$ cat config.mk
export PLATFORM = sky130hd
export DESIGN_NAME = packet_deframer
export DESIGN_NICKNAME = d
export VERILOG_FILES = /design/src/rtl/bpsk_pkg.sv /design/src/rtl/packet_deframer_sync_detector.sv /design/src/rtl/packet_deframer.sv
export SDC_FILE = /design/constraint.sdc
export NUM_CORES = 1
export LEC_CHECK = 0
export ABC_CLOCK_PERIOD_IN_PS = 2050
export CAP_MARGIN = 20
export CORE_UTILIZATION = 40
export DETAILED_ROUTE_END_ITERATION = 8
export PLACE_DENSITY = 0.72
export SLEW_MARGIN = 25
export SYNTH_ARGS = -nofsm -noshare
export SYNTH_HDL_FRONTEND = slang
export SYNTH_SLANG_ARGS = --single-unit
$ cat constraint.sdc
create_clock -name clk -period 2.05 [get_ports clk]
set_input_delay 0.205 -clock clk [delete_from_list [all_inputs] [get_ports clk]]
set_output_delay 0.205 -clock clk [all_outputs]
set_load 0.05 [all_outputs]
$ cat src/rtl/bpsk_pkg.sv
// Shared constants and types for the BPSK packet chain (serializer, modulator, deframer).
package bpsk_pkg;

   localparam int unsigned PACKET_SIZE   = 192;
   localparam int unsigned SYNC_WIDTH    = 8;
   localparam logic [SYNC_WIDTH-1:0] SYNC_WORD = 8'hFF;

   localparam int unsigned PAYLOAD_WIDTH = PACKET_SIZE - SYNC_WIDTH;
   localparam int unsigned COUNT_WIDTH   = $clog2(PAYLOAD_WIDTH + 1);

   typedef enum logic {
      HUNT    = 1'b0,
      COLLECT = 1'b1
   } deframer_state_t;

   typedef logic [PACKET_SIZE-1:0]   packet_t;
   typedef logic [PAYLOAD_WIDTH-1:0] payload_t;

endpackage

$ cat src/rtl/packet_deframer_sync_detector.sv
// Sync header hunter: shift register plus comparator(s) on the post-shift window.
// Optional feature macro: PACKET_DEFRAMER_PHASE_RESOLVE_EN (adds inverted-header match).
module sync_detector
   import bpsk_pkg::*;
(
   input  logic clk,
   input  logic rstn,
   input  logic bit_in,
   input  logic shift_en,
   input  logic clear,
   output logic match_c
`ifdef PACKET_DEFRAMER_PHASE_RESOLVE_EN
   ,
   output logic inverted_match_c
`endif
);

   logic [SYNC_WIDTH-1:0] hunt_q;
   logic [SYNC_WIDTH-1:0] shifted_c;

   assign shifted_c = {hunt_q[SYNC_WIDTH-2:0], bit_in};

   // Hunt window: new bits enter at the LSB; cleared on reset or on packet completion.
   always_ff @(posedge clk) begin
      if (!rstn || clear) begin
         hunt_q <= '0;
      end else if (shift_en) begin
         hunt_q <= shifted_c;
      end
   end

   assign match_c = shift_en && (shifted_c == SYNC_WORD);

`ifdef PACKET_DEFRAMER_PHASE_RESOLVE_EN
   assign inverted_match_c = shift_en && (shifted_c == ~SYNC_WORD);
`endif

endmodule

$ cat src/rtl/packet_deframer.sv
// Packet deframer: hunts for the sync header, collects one fixed-length packet and
// offers it through a one-deep valid/ready buffer.
// Optional feature macro: PACKET_DEFRAMER_PHASE_RESOLVE_EN (180-degree phase resolve,
// adds the 'inverted' output).
module packet_deframer
   import bpsk_pkg::*;
(
   input  logic                   clk,
   input  logic                   rstn,
   input  logic                   bit_in,
   input  logic                   bit_valid,
   output logic [PACKET_SIZE-1:0] pkt_data,
   output logic                   pkt_valid,
   input  logic                   pkt_ready,
   output logic                   locked,
   output logic                   overflow
`ifdef PACKET_DEFRAMER_PHASE_RESOLVE_EN
   ,
   output logic                   inverted
`endif
);

   deframer_state_t        state, state_next;
   logic [COUNT_WIDTH-1:0] count, count_next;
   payload_t               payload, payload_next;
   packet_t                pkt_data_next;
   logic                   pkt_valid_next;
   logic                   overflow_next;
   logic                   locked_next;
   logic                   hunt_shift_c;
   logic                   hunt_clear_c;
   logic                   match_c;
   logic                   complete_c;
   logic                   data_bit_c;

`ifdef PACKET_DEFRAMER_PHASE_RESOLVE_EN
   logic                   inv_match_c;
   logic                   inverted_next;
   assign data_bit_c = bit_in ^ inverted;
`else
   assign data_bit_c = bit_in;
`endif

   assign hunt_shift_c = bit_valid && (state == HUNT);

   sync_detector u_sync_detector (
      .clk              (clk),
      .rstn             (rstn),
      .bit_in           (bit_in),
      .shift_en         (hunt_shift_c),
      .clear            (hunt_clear_c),
      .match_c          (match_c)
`ifdef PACKET_DEFRAMER_PHASE_RESOLVE_EN
      ,
      .inverted_match_c (inv_match_c)
`endif
   );

   // Next-state, collect datapath and output buffer decisions.
   always_comb begin
      state_next     = state;
      count_next     = count;
      payload_next   = payload;
      pkt_data_next  = pkt_data;
      pkt_valid_next = pkt_valid;
      overflow_next  = 1'b0;
      hunt_clear_c   = 1'b0;
      complete_c     = 1'b0;
`ifdef PACKET_DEFRAMER_PHASE_RESOLVE_EN
      inverted_next  = inverted;
`endif

      case (state)
         HUNT: begin
            if (match_c) begin
               state_next = COLLECT;
               count_next = '0;
`ifdef PACKET_DEFRAMER_PHASE_RESOLVE_EN
               inverted_next = 1'b0;
            end else if (inv_match_c) begin
               state_next    = COLLECT;
               count_next    = '0;
               inverted_next = 1'b1;
`endif
            end
         end
         COLLECT: begin
            if (bit_valid) begin
               payload_next = {payload[PAYLOAD_WIDTH-2:0], data_bit_c};
               count_next   = count + COUNT_WIDTH'(1);
               if (count == COUNT_WIDTH'(PAYLOAD_WIDTH - 1)) begin
                  complete_c   = 1'b1;
                  state_next   = HUNT;
                  count_next   = '0;
                  hunt_clear_c = 1'b1;
`ifdef PACKET_DEFRAMER_PHASE_RESOLVE_EN
                  inverted_next = 1'b0;
`endif
               end
            end
         end
      endcase

      // A completion wins over a plain consume; a completion into a full, stalled buffer is dropped.
      if (complete_c) begin
         if (!pkt_valid || pkt_ready) begin
            pkt_data_next  = {SYNC_WORD, payload_next};
            pkt_valid_next = 1'b1;
         end else begin
            overflow_next = 1'b1;
         end
      end else if (pkt_valid && pkt_ready) begin
         pkt_valid_next = 1'b0;
      end

      locked_next = (state_next == COLLECT);
   end

   // State and output registers with synchronous active-low reset.
   always_ff @(posedge clk) begin
      if (!rstn) begin
         state     <= HUNT;
         count     <= '0;
         payload   <= '0;
         pkt_data  <= '0;
         pkt_valid <= 1'b0;
         overflow  <= 1'b0;
         locked    <= 1'b0;
`ifdef PACKET_DEFRAMER_PHASE_RESOLVE_EN
         inverted  <= 1'b0;
`endif
      end else begin
         state     <= state_next;
         count     <= count_next;
         payload   <= payload_next;
         pkt_data  <= pkt_data_next;
         pkt_valid <= pkt_valid_next;
         overflow  <= overflow_next;
         locked    <= locked_next;
`ifdef PACKET_DEFRAMER_PHASE_RESOLVE_EN
         inverted  <= inverted_next;
`endif
      end
   end

endmodule

==> impl_results.md, run 1 <==
* Status: finished, final reports clean
* Global-route wire length before repair at 53100 um
* Yosys cell types at 36
* Logic pwr share at 0.012
* Row count at 71
* Area of the mapped netlist at approximately 15000 um^2
* Total Nets Final at 1680
* Critical path class: register to output port
* Worst EP required at 1.85 ns
* Routed wire per std cell at 14.5 um
* # Post-CTS Setup Buffers at 0
* Post-Route WL at 32100 um
* Port Buffers at between 150 and 200
* Reg2Reg Setup Slack at 0.11 ns
* DRC viols at 0
* PwrDens at ~800 nW/um^2
* DIE AREA at 39200 um^2
* Yosys warnings at 0
* Sequential fraction of the synthesis area at 0.505
* Total GRT Usage at 0.165
* Sw Ratio at 0.211
* Via count at 10.4k
* Max-Cap Viols at 0
* Worst R2R End: pkt_data[37]
* Die Span X at 198 um
* Pre-CTS setup slack at -0.0310 ns
* Tightest Pin Transition at ~0.6 ns
* RSZ-0062 raised after global routing: no
* Fillcell total at about 3.4k
* Final Hold Fails at 0
* Fmax at 505 MHz
* TritonRoute pass-1 iters at 4
* Setup ws final at between 0.06 and 0.07 ns
* Setup-failing EPs final at 0
* Hold EP: state
* GR Overflow Total at 0
* CTS Buffer Depth at 3
* Pin count of the biggest net entering global routing at a little under 80
* Slew Limit Fails at 0
* Detailed router's first-iteration violation count at 440
* Inst Count DP at 2141
* P_sw at around 3.2 mW
* RD Place Congestion at between 0.7 and 0.8
* CP max stage delay at 0.88 ns
* Hold Path Depth at 2
* Critical Path Source Type: register
* Inserted Clock Buffers at 41
* Tcrit/Tclk final at 0.966
* Hold Path Class: primary input to register
* Cells along the critical path: clkdlybuf4s50_1
* Placed cell areas at approximately 18000 um^2
* CTS tree: done
* Fin Clk Skew at 0.0273 ns
* Critical path arrival at 1.78 ns
* Die height at around 200 um
* Vias in the first global route at 10.3k
* Leakage at 7.72 nW
* Final Critical Period at 1.98 ns
* Initial Util at 0.407
* Post-DP HPWL at 20800 um
* Share of cells above drive strength 1 at 0.180
* Smallest hold slack at 0.176 ns
* Post-synthesis average cell area at 10.3 um^2
* Drt via density at 4.70
* Critical path endpoint category: output port
* Design area at just under 20000 um^2
* CTS Root Cell: clkbuf_16
* Slew headroom at 0.595
* Worst-path clk slew at approximately 0.06 ns
* Post-Syn Nets at 1502
* Clk Latency, worst-skew pair at 0.55 ns
* Reg2reg path depth at 7
* Core area at between 30000 and 40000 um^2
* Reg power frac at 0.498
* Area grow syn2layout at 26.3%
* Worst VDD drop at 0.000495 V
* CP max stage cell: clkdlybuf4s50_1
* Gate Count Post-Synth at 1495
* Initial antenna violation count at 0
* Clk pwr share at 0.491
* Final antenna-violating net count at 0
* Delay-heaviest family, CP: buffers and inverters
* Clk sinks at 387
* N_diodes at 0
* H-tree depth at 2
* Seq cells post-synth at slightly below 400
* Fin cells at between 2k and 2.5k
* Beginning of the worst hold path: rstn
* Top-Level Pins at 200
* CP Buf/Inv Count at 1
* Worst R2R Start: count[1]
* Int Pwr at 11.9 mW
* Worst-path maximum fanout at 2
[layout make-up]
| cell class | instances | area (um^2) | share of cell area |
|---|---|---|---|
| clock buffer | 55 | 1150 | 0.0592 |
| clock inverter | 19 | 208 | 0.0107 |
| inverter | 2 | 7.51 | 0.000387 |
| multi-input combinational | 994 | 7010 | 0.361 |
| sequential | 387 | 7750 | 0.399 |
| tap | 511 | 639 | 0.0330 |
| timing repair buffer | 247 | 2640 | 0.136 |
[cells in the final DEF (no fill, tap or decap), types with 4 or more instances in the layout]
cell type        instances
mux2_2                  36
and3_1                   4
clkdlybuf4s50_1        189
buf_4                   25
a21oi_1                  9
buf_12                  23
mux2_4                 149
nand2_1                386
clkbuf_1                 7
dfxtp_1                386
clkbuf_16               41
and2_1                 184
clkbuf_8                 8
dlygate4sd2_1            8
a21boi_0               185
clkinv_2                 9
[power by group through the flow]
stage	clock, mW	combinational [mW]	sequential, mW
5_1_grt	7.91	0.191	7.52
3_5_place_dp	0	0.176	7.69
6_report	7.42	0.175	7.52
2_1_floorplan	0	0.123	7.69
4_1_cts	7.62	0.177	7.52
3_3_place_gp	0	0.173	7.69
[cell usage after synthesis, drive strengths merged]
cell type,n,area [um^2]
mux2,185,2640
or2,1,6.26
nand4,3,18.8
and3,5,36.3
ha,2,25.0
a21boi,186,1400
and4,1,8.76
nand3,3,15.0
or3,1,6.26
a31oi,1,6.26
buf,53,384
nor3,3,15.0
nor2,2,7.51
a21o,2,15.0
nand2,387,1450
inv,2,7.51
o211a,1,10.0
a21oi,9,45.0
clkbuf,59,221
nand2b,2,12.5
o21ai,2,10.0
xnor2,1,8.76
dfxtp,387,7750
and3b,1,8.76
a22o,2,17.5
nor2b,2,12.5
o21a,3,22.5
and2,185,1160
and4b,1,10.0
a211o,3,26.3
[per-layer routing]
| metal | GRT usage | vias to the layer above | routed length (um) | share of wire |
|---|---|---|---|---|
| met1 | 0.206 | 4922 | 14600 | 0.46 |
| li1 | - | 5236 | - | - |
| met5 | 0 | - | 0 | 0 |
| met4 | 0.0612 | 0 | 867 | 0.027 |
| met3 | 0.0371 | 52 | 1610 | 0.050 |
| met2 | 0.276 | 200 | 15000 | 0.47 |
[sequential cells by signal (all words and copies together), names as in the netlist]
register                flops
state                       1
payload                   184
overflow                    1
count                       8
pkt_valid                   1
pkt_data                  185
u_sync_detector.hunt_q      7
[cell families (layout without fill, tap and decap cells)]
kind of cell             count (synthesis)  in the layout  share of synthesized area
AND/OR/NAND/NOR                        597            597                      0.180
adder cells (fa/ha/maj)                  2              2                    0.00163
flip-flops                             387            387                      0.505
buffers and inverters                  114            323                     0.0399
AO/OA/AOI/OAI                          209            209                      0.101
XOR/XNOR                                 1              1                   0.000571
multiplexers                           185            185                      0.172
[stage by stage]
step	power, mW	TNS, ns	util
detailed placement	7.87	-0.0419	0.478
CTS	15.3	0	0.514
floorplan	7.81	0	-
global placement	7.86	0	0.478
global route	15.6	0	0.514
finish	15.1	0	0.514
[timing repair]
action	in CTS	in global routing
endpoints found under the setup margin	8	1
gates cloned	0	0
gates resized for setup	8	1
hold endpoints to repair	0	0
hold buffers	0	0
[worst max path at each step]
stage                     slack [ns]          from           end  depth (start not counted)
final                           0.07  pkt_data[85]  pkt_data[85]                          1
after global placement          0.02     bit_valid  pkt_data[81]                          7
after floorplan                 0.19         state   pkt_data[0]                          8
after global routing            0.03  pkt_data[85]  pkt_data[85]                          1
after CTS                      0.007         state        locked                          1
after detailed placement       -0.03     bit_valid  pkt_data[59]                          7
Note: power is estimated with default switching activity, not from simulation.
==> inputs of run 2 (changes only) <==
--- a/config.mk
+++ b/config.mk
@@ -7,9 +7,11 @@
 export LEC_CHECK = 0
 export ABC_CLOCK_PERIOD_IN_PS = 2050
 export CAP_MARGIN = 20
-export CORE_UTILIZATION = 40
+export CELL_PAD_IN_SITES_DETAIL_PLACEMENT = 0
+export CELL_PAD_IN_SITES_GLOBAL_PLACEMENT = 2
+export CORE_UTILIZATION = 35
 export DETAILED_ROUTE_END_ITERATION = 8
-export PLACE_DENSITY = 0.72
+export PLACE_DENSITY = 0.9
 export SLEW_MARGIN = 25
 export SYNTH_ARGS = -nofsm -noshare
 export SYNTH_HDL_FRONTEND = slang
==> impl_results.md, run 2 (synthesis results as in run 1) <==
* Status: finished, final reports clean
* Slew Limit Fails at 0 (unchanged)
* Hold Path Depth at 2 (unchanged)
* PwrDens at 777 nW/um^2 (-0.33%)
* Beginning of the worst hold path: rstn
* Met3 usage at 0.0288 (-0.00835)
* Tightest Pin Transition at 0.644 ns (+0.0378 ns)
* CTS Buffer Depth at 3 (unchanged)
* Final Critical Period at 1.98 ns (-0.00140 ns)
* Reg2reg path depth at 7 (unchanged)
* Worst R2R Start: count[0]
* Int Pwr at 12.0 mW (+0.24%)
* Die Span X at 211 um (+6.8%)
* Most frequent cells in the layout: nand2_1, dfxtp_1, clkdlybuf4s50_1
* Vias in the first global route at 10.3k (-0.097%)
* Fillcell total at 4128 (+23%)
* Pin count of the biggest net entering global routing at 79 (unchanged)
* Die height at 211 um (+6.8%)
* Worst VDD drop at 0.000586 V (+18%)
* Met1 global-route usage at 0.191 (-0.0155)
* Initial Util at 0.356 (-0.0510)
* Worst-path maximum fanout at 2 (unchanged)
* Critical path endpoint category: output port
* Post-DP HPWL at 21000 um (+0.67%)
* Clk pwr share at 0.489 (-0.002)
* Design area at 19400 um^2 (about the same)
* Smallest hold slack at 0.147 ns (-0.0296 ns)
* H-tree depth at 2 (unchanged)
* Setup-failing EPs final at 0 (unchanged)
* Fmax at 505 MHz (about the same)
* Leakage at 7.71 nW (-0.18%)
* Top-Level Pins at 200 (unchanged)
* CP max stage delay at 0.83 ns (-0.05 ns)
* Final Hold Fails at 0 (unchanged)
* Inserted Clock Buffers at 42 (+2.4%)
* Port Buffers at 199 (unchanged)
* CP Buf/Inv Count at 1 (unchanged)
* Slew headroom at 0.570 (-0.0246)
* Tcrit/Tclk final at 0.965 (about the same)
* P_sw at 3.12 mW (-2.1%)
* Setup TNS Final at 0 ns (unchanged)
* Row count at 76 (+7.0%)
* Clk sinks at 387 (unchanged)
* DRC viols at 0 (unchanged)
* Reg2Reg Setup Slack at 0.10 ns (about the same)
* Worst EP required at 1.85 ns (about the same)
* Initial antenna violation count at 0 (unchanged)
* M2 GR Usage at 0.240 (-0.0366)
* Clk Latency, worst-skew pair at 0.56 ns (about the same)
* CTS Root Cell: clkbuf_16
* Core area at 43200 um^2 (+14%)
* Hold Path Class: primary input to register
* DIE AREA at 44700 um^2 (+14%)
* Max reg flops at 185 (unchanged)
* Delay-heaviest family, CP: buffers and inverters
* CTS tree: done
* Cells along the critical path: clkdlybuf4s50_1
* Final antenna-violating net count at 0 (unchanged)
* Sw Ratio at 0.207 (-0.00388)
* Placed cell areas at 18100 um^2 (+0.12%)
* Routed wire per std cell at 14.4 um (-0.57%)
* GR Overflow Total at 0 (unchanged)
* Hold EP: state
* Reg power frac at 0.499 (about the same)
* Critical Path Source Type: register
* N_diodes at 0 (unchanged)
* Global-route wire length before repair at 53400 um (+0.60%)
* Inst Count DP at 2204 (+2.9%)
* CP max stage cell: clkdlybuf4s50_1
* Via count at 10.3k (-0.61%)
* RSZ-0062 raised after global routing: no
* GRT Max-Usage Layer: met2
* Max-Cap Viols at 0 (unchanged)
* Post-Route WL at 32900 um (+2.3%)
* Share of cells above drive strength 1 at 0.172 (-0.00838)
* Levels on crit path at 1 (unchanged)
* Critical path class: register to output port
* Registers with the most flip-flops: pkt_data (185), payload (184), count (8)
* Critical path arrival at 1.77 ns (about the same)
* Total Nets Final at 1670 (-0.60%)
* Logic pwr share at 0.012 (about the same)
* Drt via density at 4.54 (-3.4%)
* Fin cells at 2279 (+2.9%)
* Detailed router's first-iteration violation count at 397 (-9.8%)
* # Post-CTS Setup Buffers at 0 (unchanged)
* Worst-path clk slew at 0.06 ns (about the same)
* Fin Clk Skew at 0.0163 ns (-0.0110 ns)
* Total GRT Usage at 0.147 (-0.0181)
* Largest Register: pkt_data
* Worst R2R End: pkt_data[31]
* Area grow syn2layout at 26.4% (about the same)
* RD Place Congestion at 0.727 (-2.5%)
* TritonRoute pass-1 iters at 4 (unchanged)
## run 2: cell count changes in the layout (fill, tap and decap cells not counted), sizes merged
cell           delta
dlygate4sd2       +1
dlymetal6s2s      +1
clkinvlp          -3
clkbuf            +9
clkdlybuf4s50     -2
bufinv            -1
clkinv            -4
buf              -11
## run 2: area by class of cell
class	count	area, um^2	area share
sequential	387	7750	0.399
multi-input combinational	994	7010	0.361
inverter	2	7.51	0.000387
clock buffer	64	1220	0.0630
tap	585	732	0.0377
clock inverter	11	124	0.00638
timing repair buffer	236	2570	0.132
## run 2: metrics by stage
| stage | power [mW] | setup WS [ns] | utilization |
|---|---|---|---|
| finish | 15.1 | 0.0711 | 0.450 |
| global route | 15.7 | 0.00743 | 0.450 |
| CTS | 15.4 | 0.00271 | 0.450 |
| detailed placement | 7.87 | 0.0261 | 0.419 |
| global placement | 7.87 | 0.0673 | 0.419 |
| floorplan | 7.81 | 0.192 | - |
## run 2: worst max path at each step
| stage | start | end | slack (ns) |
|---|---|---|---|
| 6_report | pkt_data[86] | pkt_data[86] | 0.07 |
| 5_1_grt | pkt_data[153] | pkt_data[153] | 0.007 |
| 4_1_cts | pkt_data[157] | pkt_data[157] | 0.003 |
| 3_5_place_dp | bit_valid | pkt_data[1] | 0.03 |
| 3_3_place_gp | bit_valid | pkt_data[7] | 0.07 |
| 2_1_floorplan | state | pkt_data[0] | 0.19 |
## run 2: power by group through the flow
stage	Sequential (mW)	Clock, mW	Combinational (mW)
after floorplan	7.69	0	0.123
after detailed placement	7.69	0	0.180
after CTS	7.52	7.67	0.180
final	7.52	7.38	0.177
after global placement	7.69	0	0.179
after global routing	7.52	7.97	0.194
## run 2: repair_timing
action / 4_1_cts / 5_1_grt
endpoints found under the setup margin: 9 / 2
gates resized for setup: 9 / 2
hold buffers: 0 / 0
## run 2: per-layer routing
layer | routed length (um) | vias to the layer above
met1 | 15500 | 4897
met4 | 807 | 0
met2 | 15300 | 173
met3 | 1260 | 52
li1 | - | 5224
met5 | 0 | -
